File: src/rtl/dmem_responder_pkg.sv
// -----------------------------------------------------------------------------
// dmem_responder_pkg
//   Shared definitions for the data-memory responder:
//     - default geometry (DMEM_DEPTH_DEF words, DMEM_AW_DEF index bits)
//     - responder FSM state enum (IDLE / ACCESS / RESP)
//     - latched request record
//     - request error classification helper
// -----------------------------------------------------------------------------
package dmem_responder_pkg;

   localparam int unsigned DMEM_DEPTH_DEF = 64;
   localparam int unsigned DMEM_AW_DEF    = 6;
   localparam int unsigned DMEM_DATA_W    = 32;

   // Responder FSM states. The encoding is fixed so that a debugger or a
   // checker reading the raw state bits sees stable values.
   typedef enum logic [1:0] {
      ST_IDLE   = 2'd0,
      ST_ACCESS = 2'd1,
      ST_RESP   = 2'd2
   } dmem_state_e;

   // One request as captured in IDLE.
   typedef struct packed {
      logic                   rd;
      logic                   wr;
      logic [DMEM_DATA_W-1:0] dir;
      logic [DMEM_DATA_W-1:0] data;
   } dmem_req_t;

   // A request is rejected when it asks for both a read and a write, when
   // the byte address is not word aligned, or when the word index falls
   // outside the array. The range test compares the full word index so that
   // any set bit above the index field also counts as out of range.
   function automatic logic req_is_err(input dmem_req_t req,
                                       input int unsigned depth);
      logic [DMEM_DATA_W-1:0] word_idx;
      word_idx = {2'b00, req.dir[DMEM_DATA_W-1:2]};
      return (req.rd & req.wr)
           | (req.dir[1:0] != 2'b00)
           | (word_idx >= depth[DMEM_DATA_W-1:0]);
   endfunction

endpackage

File: src/rtl/dmem_responder_array.sv
// -----------------------------------------------------------------------------
// dmem_array
//   Word-addressed storage for the responder.
//   Synchronous write, registered read. The storage words are not reset; only
//   the read-data register is, so the responder's dataOut comes up as zero.
//
// Ports
//   clk_i    : clock, all updates on the rising edge
//   rst_i    : asynchronous active-high reset of the read-data register only
//   we_i     : write word addr_i with wdata_i at this edge
//   re_i     : capture word addr_i into the read-data register at this edge
//   addr_i   : word index
//   wdata_i  : write data
//   rdata_o  : read-data register; holds its value while re_i is low
// -----------------------------------------------------------------------------
module dmem_array
   import dmem_responder_pkg::*;
#(
   parameter int unsigned DEPTH = DMEM_DEPTH_DEF,
   parameter int unsigned AW    = DMEM_AW_DEF
) (
   input  logic                   clk_i,
   input  logic                   rst_i,
   input  logic                   we_i,
   input  logic                   re_i,
   input  logic [AW-1:0]          addr_i,
   input  logic [DMEM_DATA_W-1:0] wdata_i,
   output logic [DMEM_DATA_W-1:0] rdata_o
);

   logic [DMEM_DATA_W-1:0] mem_q [DEPTH];
   logic [DMEM_DATA_W-1:0] rdata_q;

   // Storage has no reset: its contents survive a responder reset.
   always_ff @(posedge clk_i) begin
      if (we_i) begin
         mem_q[addr_i] <= wdata_i;
      end
   end

   // The read register only moves on a granted read, so it keeps the last
   // read value through writes, rejected requests and idle cycles.
   always_ff @(posedge clk_i or posedge rst_i) begin
      if (rst_i) begin
         rdata_q <= '0;
      end else if (re_i) begin
         rdata_q <= mem_q[addr_i];
      end
   end

   assign rdata_o = rdata_q;

endmodule

File: src/rtl/dmem_responder.sv
// -----------------------------------------------------------------------------
// dmem_responder
//   Data-memory responder for a simple CPU load/store path. Accepts one read
//   or write request at a time, performs it against a dmem_array instance and
//   signals completion with a one-cycle ack.
//
// Handshake
//   A request is offered by raising rd or wr; it is taken at the rising edge
//   where the responder is IDLE (busy=0). While busy=1, rd/wr are ignored and
//   nothing is queued. Every taken request completes with ack=1 for exactly one
//   cycle, two edges after it was taken; err is meaningful only while ack=1.
//
// Ports
//   clk     : clock, all state changes on the rising edge
//   rst     : asynchronous active-high reset (aborts any request in flight)
//   rd      : read request, sampled in IDLE
//   wr      : write request, sampled in IDLE
//   dir     : byte address
//   dataIn  : write data
//   dataOut : read data register, updated only by a successful read
//   ack     : one-cycle completion pulse
//   busy    : high while a request is in flight (ACCESS or RESP)
//   err     : request rejected (conflict, misaligned, out of range); with ack
// -----------------------------------------------------------------------------
module dmem_responder
   import dmem_responder_pkg::*;
#(
   parameter int unsigned DEPTH = DMEM_DEPTH_DEF,
   parameter int unsigned AW    = DMEM_AW_DEF
) (
   input  logic                   clk,
   input  logic                   rst,
   input  logic                   rd,
   input  logic                   wr,
   input  logic [DMEM_DATA_W-1:0] dir,
   input  logic [DMEM_DATA_W-1:0] dataIn,
   output logic [DMEM_DATA_W-1:0] dataOut,
   output logic                   ack,
   output logic                   busy,
   output logic                   err
);

   dmem_state_e state_q, state_d;
   dmem_req_t   req_q,   req_d;
   logic        err_q,   err_d;

   logic        req_err;
   logic        mem_we;
   logic        mem_re;

   // Classification is done on the latched request, so inputs changing after
   // the request edge cannot affect the outcome.
   assign req_err = req_is_err(req_q, DEPTH);

   // The array is touched only in ACCESS and only for a well-formed request.
   assign mem_we = (state_q == ST_ACCESS) & req_q.wr & ~req_err;
   assign mem_re = (state_q == ST_ACCESS) & req_q.rd & ~req_err;

   always_comb begin
      state_d = state_q;
      req_d   = req_q;
      err_d   = err_q;
      unique case (state_q)
         ST_IDLE: begin
            if (rd | wr) begin
               req_d.rd   = rd;
               req_d.wr   = wr;
               req_d.dir  = dir;
               req_d.data = dataIn;
               state_d    = ST_ACCESS;
            end
         end
         ST_ACCESS: begin
            err_d   = req_err;
            state_d = ST_RESP;
         end
         ST_RESP: begin
            state_d = ST_IDLE;
         end
         default: begin
            state_d = ST_IDLE;
         end
      endcase
   end

   always_ff @(posedge clk or posedge rst) begin
      if (rst) begin
         state_q <= ST_IDLE;
         req_q   <= '0;
         err_q   <= 1'b0;
      end else begin
         state_q <= state_d;
         req_q   <= req_d;
         err_q   <= err_d;
      end
   end

   dmem_array #(
      .DEPTH (DEPTH),
      .AW    (AW)
   ) u_array (
      .clk_i   (clk),
      .rst_i   (rst),
      .we_i    (mem_we),
      .re_i    (mem_re),
      .addr_i  (req_q.dir[AW+1:2]),
      .wdata_i (req_q.data),
      .rdata_o (dataOut)
   );

   // Outputs are decoded from registered state only, so they are glitch-free
   // and all fall to zero immediately on reset.
   assign ack  = (state_q == ST_RESP);
   assign busy = (state_q != ST_IDLE);
   assign err  = ack & err_q;

endmodule

File: config.mk
export PLATFORM = sky130hd
export DESIGN_NAME = dmem_responder
export DESIGN_NICKNAME = d
export VERILOG_FILES = /design/src/rtl/dmem_responder_pkg.sv /design/src/rtl/dmem_responder_array.sv /design/src/rtl/dmem_responder.sv
export SDC_FILE = /design/constraint.sdc
export NUM_CORES = 2
export LEC_CHECK = 0
export CAP_MARGIN = 10
export CORE_ASPECT_RATIO = 1.2
export CORE_MARGIN = 2
export CORE_UTILIZATION = 45
export CTS_CLUSTER_SIZE = 12
export DETAILED_ROUTE_END_ITERATION = 6
export HOLD_SLACK_MARGIN = 0.08
export PLACE_DENSITY = 0.65
export SETUP_SLACK_MARGIN = 0.02
export SYNTH_ARGS = -nofsm -noshare
export SYNTH_HDL_FRONTEND = slang
export SYNTH_SLANG_ARGS = --single-unit
File: constraint.sdc
create_clock -name clk -period 5.4 [get_ports clk]
set_input_delay 0.54 -clock clk [delete_from_list [all_inputs] [get_ports clk]]
set_output_delay 0.54 -clock clk [all_outputs]
set_load 0.01 [all_outputs]
Yosys cells after proc, flatten, opt, wreduce, memory -nomap -nowiden. Memories as Yosys holds them, arrays and structs flattened. A register that Yosys moved wholly into a read port is not among the register bits. Index checks and enable logic that the tools add are counted.

Memories kept: 1. Bits in writable memories: 2048. Register bits: 69. Word-level logic and storage cells: 29.

Mux-type cells: 4. Reduce and logical (&&, ||, !) cells: 4. Equal/unequal tests: 3. Magnitude comparators: 1. Bitwise logic cells: 10.

Memories: u_array.mem_q (words 64, width 32, rd ports 1, clocked after Yosys merged registers in 1, write ports 1, RTL line dmem_responder_array.sv:31) `logic [DMEM_DATA_W-1:0] mem_q [DEPTH];`.

Operators with widths (count): $ge A30 B7 Y1 const B (1); $and A1 B1 Y1 (6); $pmux W2 S2 (1); $reduce_bool A2 Y1 (2); $or A1 B1 Y1 (3); $eq A2 B1 Y1 const B (1); $eq A2 B2 Y1 const B (1); $logic_not A2 Y1 (1); $mux W1 (2); $mux W2 (1); $ne A2 B2 Y1 const B (1); $reduce_and A2 Y1 (1); $not A1 Y1 (1).

Longest topological paths before layout.
Word-level depth: 7. Mapped depth: 11. Mapped depth without buffers: 6.

Hierarchy. Synthesis repeated with hierarchy kept, for this count alone.

Cell total of the unflattened synthesis: 4350. Area, all modules: 82760.6 sq um.

Modules (own cells, without submodules): dmem_array (sequential area each 62299.8 sq um, area each 79839.1 sq um, cells an instance 4185, instances 1); dmem_responder (sequential area each 1726.7 sq um, area each 2921.6 sq um, cells an instance 165, instances 1).

Worst setup path before layout. Ideal clock, no wire load.

Path kind: register -> register. Start point: reg req_q[36] in the netlist's numbering. End point: mem u_array.mem_q[15][0], enable pin. Slack: 1.886 ns. Stages on the path, launching flop included: 9. Required time: 4.979 ns. Arrival time: 3.093 ns. Path buffers: 5. Cells stage by stage: dfrtp_1 -> buf_4 -> buf_2 -> buf_2 -> buf_4 -> buf_2 -> and3_1 -> nand2_1 -> nor2_1.

Longest elaborated chain between the ends: 6.

RTL lines: start: declaration (RTL line dmem_responder.sv:44) `dmem_req_t req_q, req_d;`; start signal: assignment (RTL line dmem_responder.sv:93) `req_q <= req_d;`; $ge A30 B7 Y1 (RTL line dmem_responder_pkg.sv:41) `| (word_idx >= depth[DMEM_DATA_W-1:0]);`; $or A1 B1 Y1 (RTL line dmem_responder_pkg.sv:41); $not A1 Y1 (RTL line dmem_responder.sv:56) `assign mem_we = (state_q == ST_ACCESS) & req_q.wr & ~req_err;`; $and A1 B1 Y1 (RTL line dmem_responder.sv:56); $mux W1 (RTL line dmem_responder_array.sv:36) `if (we_i) begin`; $mux W1 (not written as such) (RTL line dmem_responder_array.sv:37) `mem_q[addr_i] <= wdata_i;`; end: declaration (RTL line dmem_responder_array.sv:31).

Several ways; a longest one is shown, not always the timed one.

Worst setup path after layout.
Start point: reg req_q[38] in the netlist's numbering. End point: reg u_array.rdata_q[24] (netlist: u_array.rdata_o[24]) (read register of u_array.mem_q).

Longest elaborated chain between the ends: 4.

RTL lines: $ge A30 B7 Y1 (RTL line dmem_responder_pkg.sv:41); $or A1 B1 Y1 (RTL line dmem_responder_pkg.sv:41); $not A1 Y1 (RTL line dmem_responder.sv:57) `assign mem_re = (state_q == ST_ACCESS) & req_q.rd & ~req_err;`; $and A1 B1 Y1 (RTL line dmem_responder.sv:57); end: declaration (RTL line dmem_responder_array.sv:32) `logic [DMEM_DATA_W-1:0] rdata_q;`.

Several ways; a longest one is shown, not always the timed one. A chain may end at the register's enable or synchronous reset.

==> metrics.md <==
| Metric | Value |
|---|---|
| Max_cap viols | 0 |
| Mux cell area share after synthesis | 10.99% |
| Sink Count | approximately 2100 |
| Vias in the first global route | 44052 |
| Die Ht | 472.0 um |
| Simple-gate share of the synthesized area | 2.138% |
| CTS max path bufs | 3 |
| Root Driver | clkbuf_16 |
| Die W | 394.0 um |
| Unrepaired setup endpoints after global routing | false |
| Hold Vio Cnt, Final | 0 |
| Max-slew violation count | 0 |
| Clock slew at reported path FFs | roughly 0.06 ns |
| # IOs | 103 |
| VDD IR max | 0.0005028 V |
| Outcome | complete, no violations |
| Relative slew slack | 4.921% |
| Nets | 4509 |
| Starting density of the core | between 40% and 50% |
| R2R setup slack | 0.89 ns |
| Non-filler cells, final | ~7000 |
| Hold-fix buffers, CTS | 0 |
| Ys flop type | edfxtp_1 |
| Seq. cell area | 64100 um^2 |
| R2R Path End | u_array.rdata_o[24]$_DFFE_PP0P_ |
| Hold_ws | 0.2224 ns |
| Synth unique cells | 69 |
| Core box area | 181200 um^2 |
| FP Rows | 171 |
| GRT overflow | 0 |
| Post-synthesis compound-gate area fraction | around 7.1% |
| H-Tree Depth | 4 |
| Synth Register Bits | 2149 |
| Post-synthesis instance total | 4210 |
| Tot GR Track Use | 27.04% |
| Sequential share of the synthesized area | roughly 78% |
| Total wire length | 254.7 mm |
| Area growth, synth to finish | 13.64% |
| CP peak stage delay | 1.28 ns |
| Syn nets | ~4300 |
| Initial antenna violation count | 16 |
| Clk_skew | 0.05626 ns |
| Worst EP required | 6.13 ns |
| Dpl cell area | 87150 um^2 |
| Worst Setup SP | req_q[38]$_DFFE_PP0P_ |
| CP startpoint kind | flop |
| Fraction of layout cells with a size suffix above 1 | 20.68% |
| Gpl congestion | ~0.93 |
| Placed instance count | 6652 |
| Max Fclk | about 220 MHz |
| CP cell instances | nor2b_1, buf_4, nand2_2, buf_4, nor2_1, nor4_1, o2111ai_1, o22a_1 |
| CP max stage cell | dfrtp_1 |
| WS Path Type | reg2reg |
| Largest net degree at the start of global routing | 88 |
| Period utilization | 83.50% |
| Syn Area/Cell | 19.51 um^2 |
| YS warnings | 0 |
| FILL cells | 14284 |
| Buffers on Ports | 102 |
| Final worst path period need | 4.509 ns |
| Critical R2R Launch | req_q[38]$_DFFE_PP0P_ |
| Worst Setup EP | u_array.rdata_o[24]$_DFFE_PP0P_ |
| Post-CTS setup repair buffer count | 0 |
| Number of CTS-inserted buffers | 209 |
| First-pass iteration count of the detailed router | 7 |
| Pwr/cell area | 553.9 nW/um^2 |
| Lkg Pwr | 0.02920 uW |
| First-pass GRT wire length | ~350 mm |
| Worst Path Arrival | 5.24 ns |
| Final ANT Viol Nets | 0 |
| FFs w/ async S/R, synth | 4.700% |
| Largest family of logic cells by synthesized area | multiplexers |
| Syn Std Cell Area | 82120 um^2 |
| Setup Viol. Count Final | 0 |
| Clk Latency, worst-skew pair | roughly 0.86 ns |
| Area of the multi-input gates | between 15000 and 20000 um^2 |
| WL per Instance | 36.31 um |
| Worst Tran Pin Value | 1.426 ns |
| Number of synthesized flops with an enable pin | 2048 |
| Xor and xnor area share after synthesis | 0% |
| CTS tree | yes |
| Post-route setup TNS | 0 ns |
| DRC viols | 0 |
| Worst hold path type | in2async |
| CP Capture Type | flop |
| Final instance area | 93310 um^2 |
| Detailed placement HPWL | between 150 and 200 mm |
| Most frequent CP cell | buf_4 |
| Reg2Reg Depth | 8 |
| Die area | around 190000 um^2 |
| Initial DRC Count | roughly 8100 |
| CTS resizes | 0 |
| Area share of fa/ha/maj cells after synthesis | 0% |
| Crit path max fanout | 25 |
| Via Count | 46135 |
| Vias per cell | approximately 6.6 |
worst max-delay path, delay by kind of cell, from the launching register on:
| family | cells | cell delay, ns |
|---|---|---|
| buf+inv | 2 | 0.68 |
| simple gates | 4 | 1.89 |
| compound gates | 2 | 0.48 |
| flops | 1 | 1.28 |
worst min-delay path by stage:
stage | startpoint | to | slack (ns)
5_1_grt | rst | req_q[63]$_DFFE_PP0P_ | 0.27
3_3_place_gp | state_q[1]$_DFFE_PP0P_ | state_q[1]$_DFFE_PP0P_ | 0.48
4_1_cts | rst | req_q[63]$_DFFE_PP0P_ | 0.23
3_5_place_dp | state_q[1]$_DFFE_PP0P_ | state_q[1]$_DFFE_PP0P_ | 0.49
6_report | rst | req_q[63]$_DFFE_PP0P_ | 0.22
2_1_floorplan | state_q[1]$_DFFE_PP0P_ | state_q[1]$_DFFE_PP0P_ | 0.45
metal layers:
metal | routed length [um] | track usage (%) | share of wire (%) | vias up
met5 | 117 | 0 | 0.046 | -
met4 | 12660 | 11.92 | 5.0 | 16
met3 | 33230 | 7.508 | 13 | 627
met2 | 115700 | 41.18 | 45 | 3453
met1 | 93000 | 36.56 | 37 | 24013
li1 | - | - | - | 18026
registers in the layout (all words and copies together), names as in the netlist:
signal and cells:
state_q 2, req_q 66, u_array.mem_q 2048, err_q 1, u_array.rdata_o 32
report_power, final:
part | switching [uW] | internal, uW | total [uW]
Combinational | 10700 | 4790 | 15500
Clock | 6050 | 7470 | 13500
Sequential | 1720 | 21000 | 22700
area by class of cell:
type / instances / share of cell area (%)
antenna: 5 / 0.01341
clock buffer: 323 / 6.251
clock inverter: 36 / 0.3459
inverter: 7 / 0.03888
multi-input combinational: 1778 / 18.41
sequential: 2149 / 68.69
tap: 2422 / 3.248
timing repair buffer: 296 / 3.003
layout by cell type (no fill, tap or decap), types with 6 or more instances in the layout:
cell | Yosys | layout
o22a_1 | 19 | 19
mux2_2 | 152 | 152
nand3_1 | 27 | 27
a32oi_1 | 12 | 12
a31oi_1 | 22 | 22
dfrtp_2 | 0 | 23
a22oi_1 | 149 | 149
o2111a_1 | 6 | 6
a221o_1 | 25 | 25
nor2_4 | 0 | 68
clkbuf_1 | 92 | 101
a22o_1 | 21 | 21
nor2_1 | 167 | 94
a211oi_1 | 12 | 12
mux2i_1 | 228 | 228
nand4_1 | 7 | 7
dfrtp_1 | 101 | 66
clkinv_2 | 0 | 8
a21oi_1 | 80 | 80
dfrtp_4 | 0 | 12
and3_1 | 6 | 6
buf_4 | 33 | 168
o221ai_1 | 7 | 7
buf_12 | 1 | 26
clkbuf_8 | 0 | 9
clkdlybuf4s50_1 | 0 | 102
clkbuf_16 | 0 | 213
a2111oi_0 | 7 | 7
mux4_2 | 221 | 221
nor2b_4 | 0 | 6
nand2_1 | 109 | 108
nor4_1 | 11 | 10
o22ai_1 | 101 | 101
o21ai_0 | 74 | 73
a221oi_1 | 201 | 201
clkinv_1 | 2 | 14
nor3_1 | 17 | 16
o2111ai_1 | 8 | 8
edfxtp_1 | 2048 | 2048
through the flow:
stage	setup slack [ns]	total power [uW]	util, %
floorplan	1.886	30620	-
global placement	0.4011	37820	48.08
detailed placement	1.230	38030	48.09
CTS	1.236	51330	51.49
global route	1.157	52710	51.49
finish	0.8912	51680	51.49
cell families after synthesis:
family,Yosys count
AO/OA/AOI/OAI,781
flip-flops,2149
buffers and inverters,283
multiplexers,606
AND/OR/NAND/NOR,391
Yosys cell counts (17+ instances only):
library cell	instances	area share, %
mux2_2	152	2.1
nor3_1	17	0.10
clkbuf_1	92	0.42
a221o_1	25	0.30
a22oi_1	149	1.4
buf_1	21	0.096
buf_4	33	0.30
a22o_1	21	0.22
a21oi_1	80	0.49
a221oi_1	201	2.1
mux2i_1	228	2.8
o21ai_0	74	0.45
o22ai_1	101	0.77
mux4_2	221	6.1
dfrtp_1	101	3.1
buf_2	105	0.64
o22a_1	19	0.20
a31oi_1	22	0.17
edfxtp_1	2048	75
nand3_1	27	0.16
nor2_1	167	0.76
buf_6	24	0.33
nand2_1	109	0.50
(Power assumes the default switching activity.)
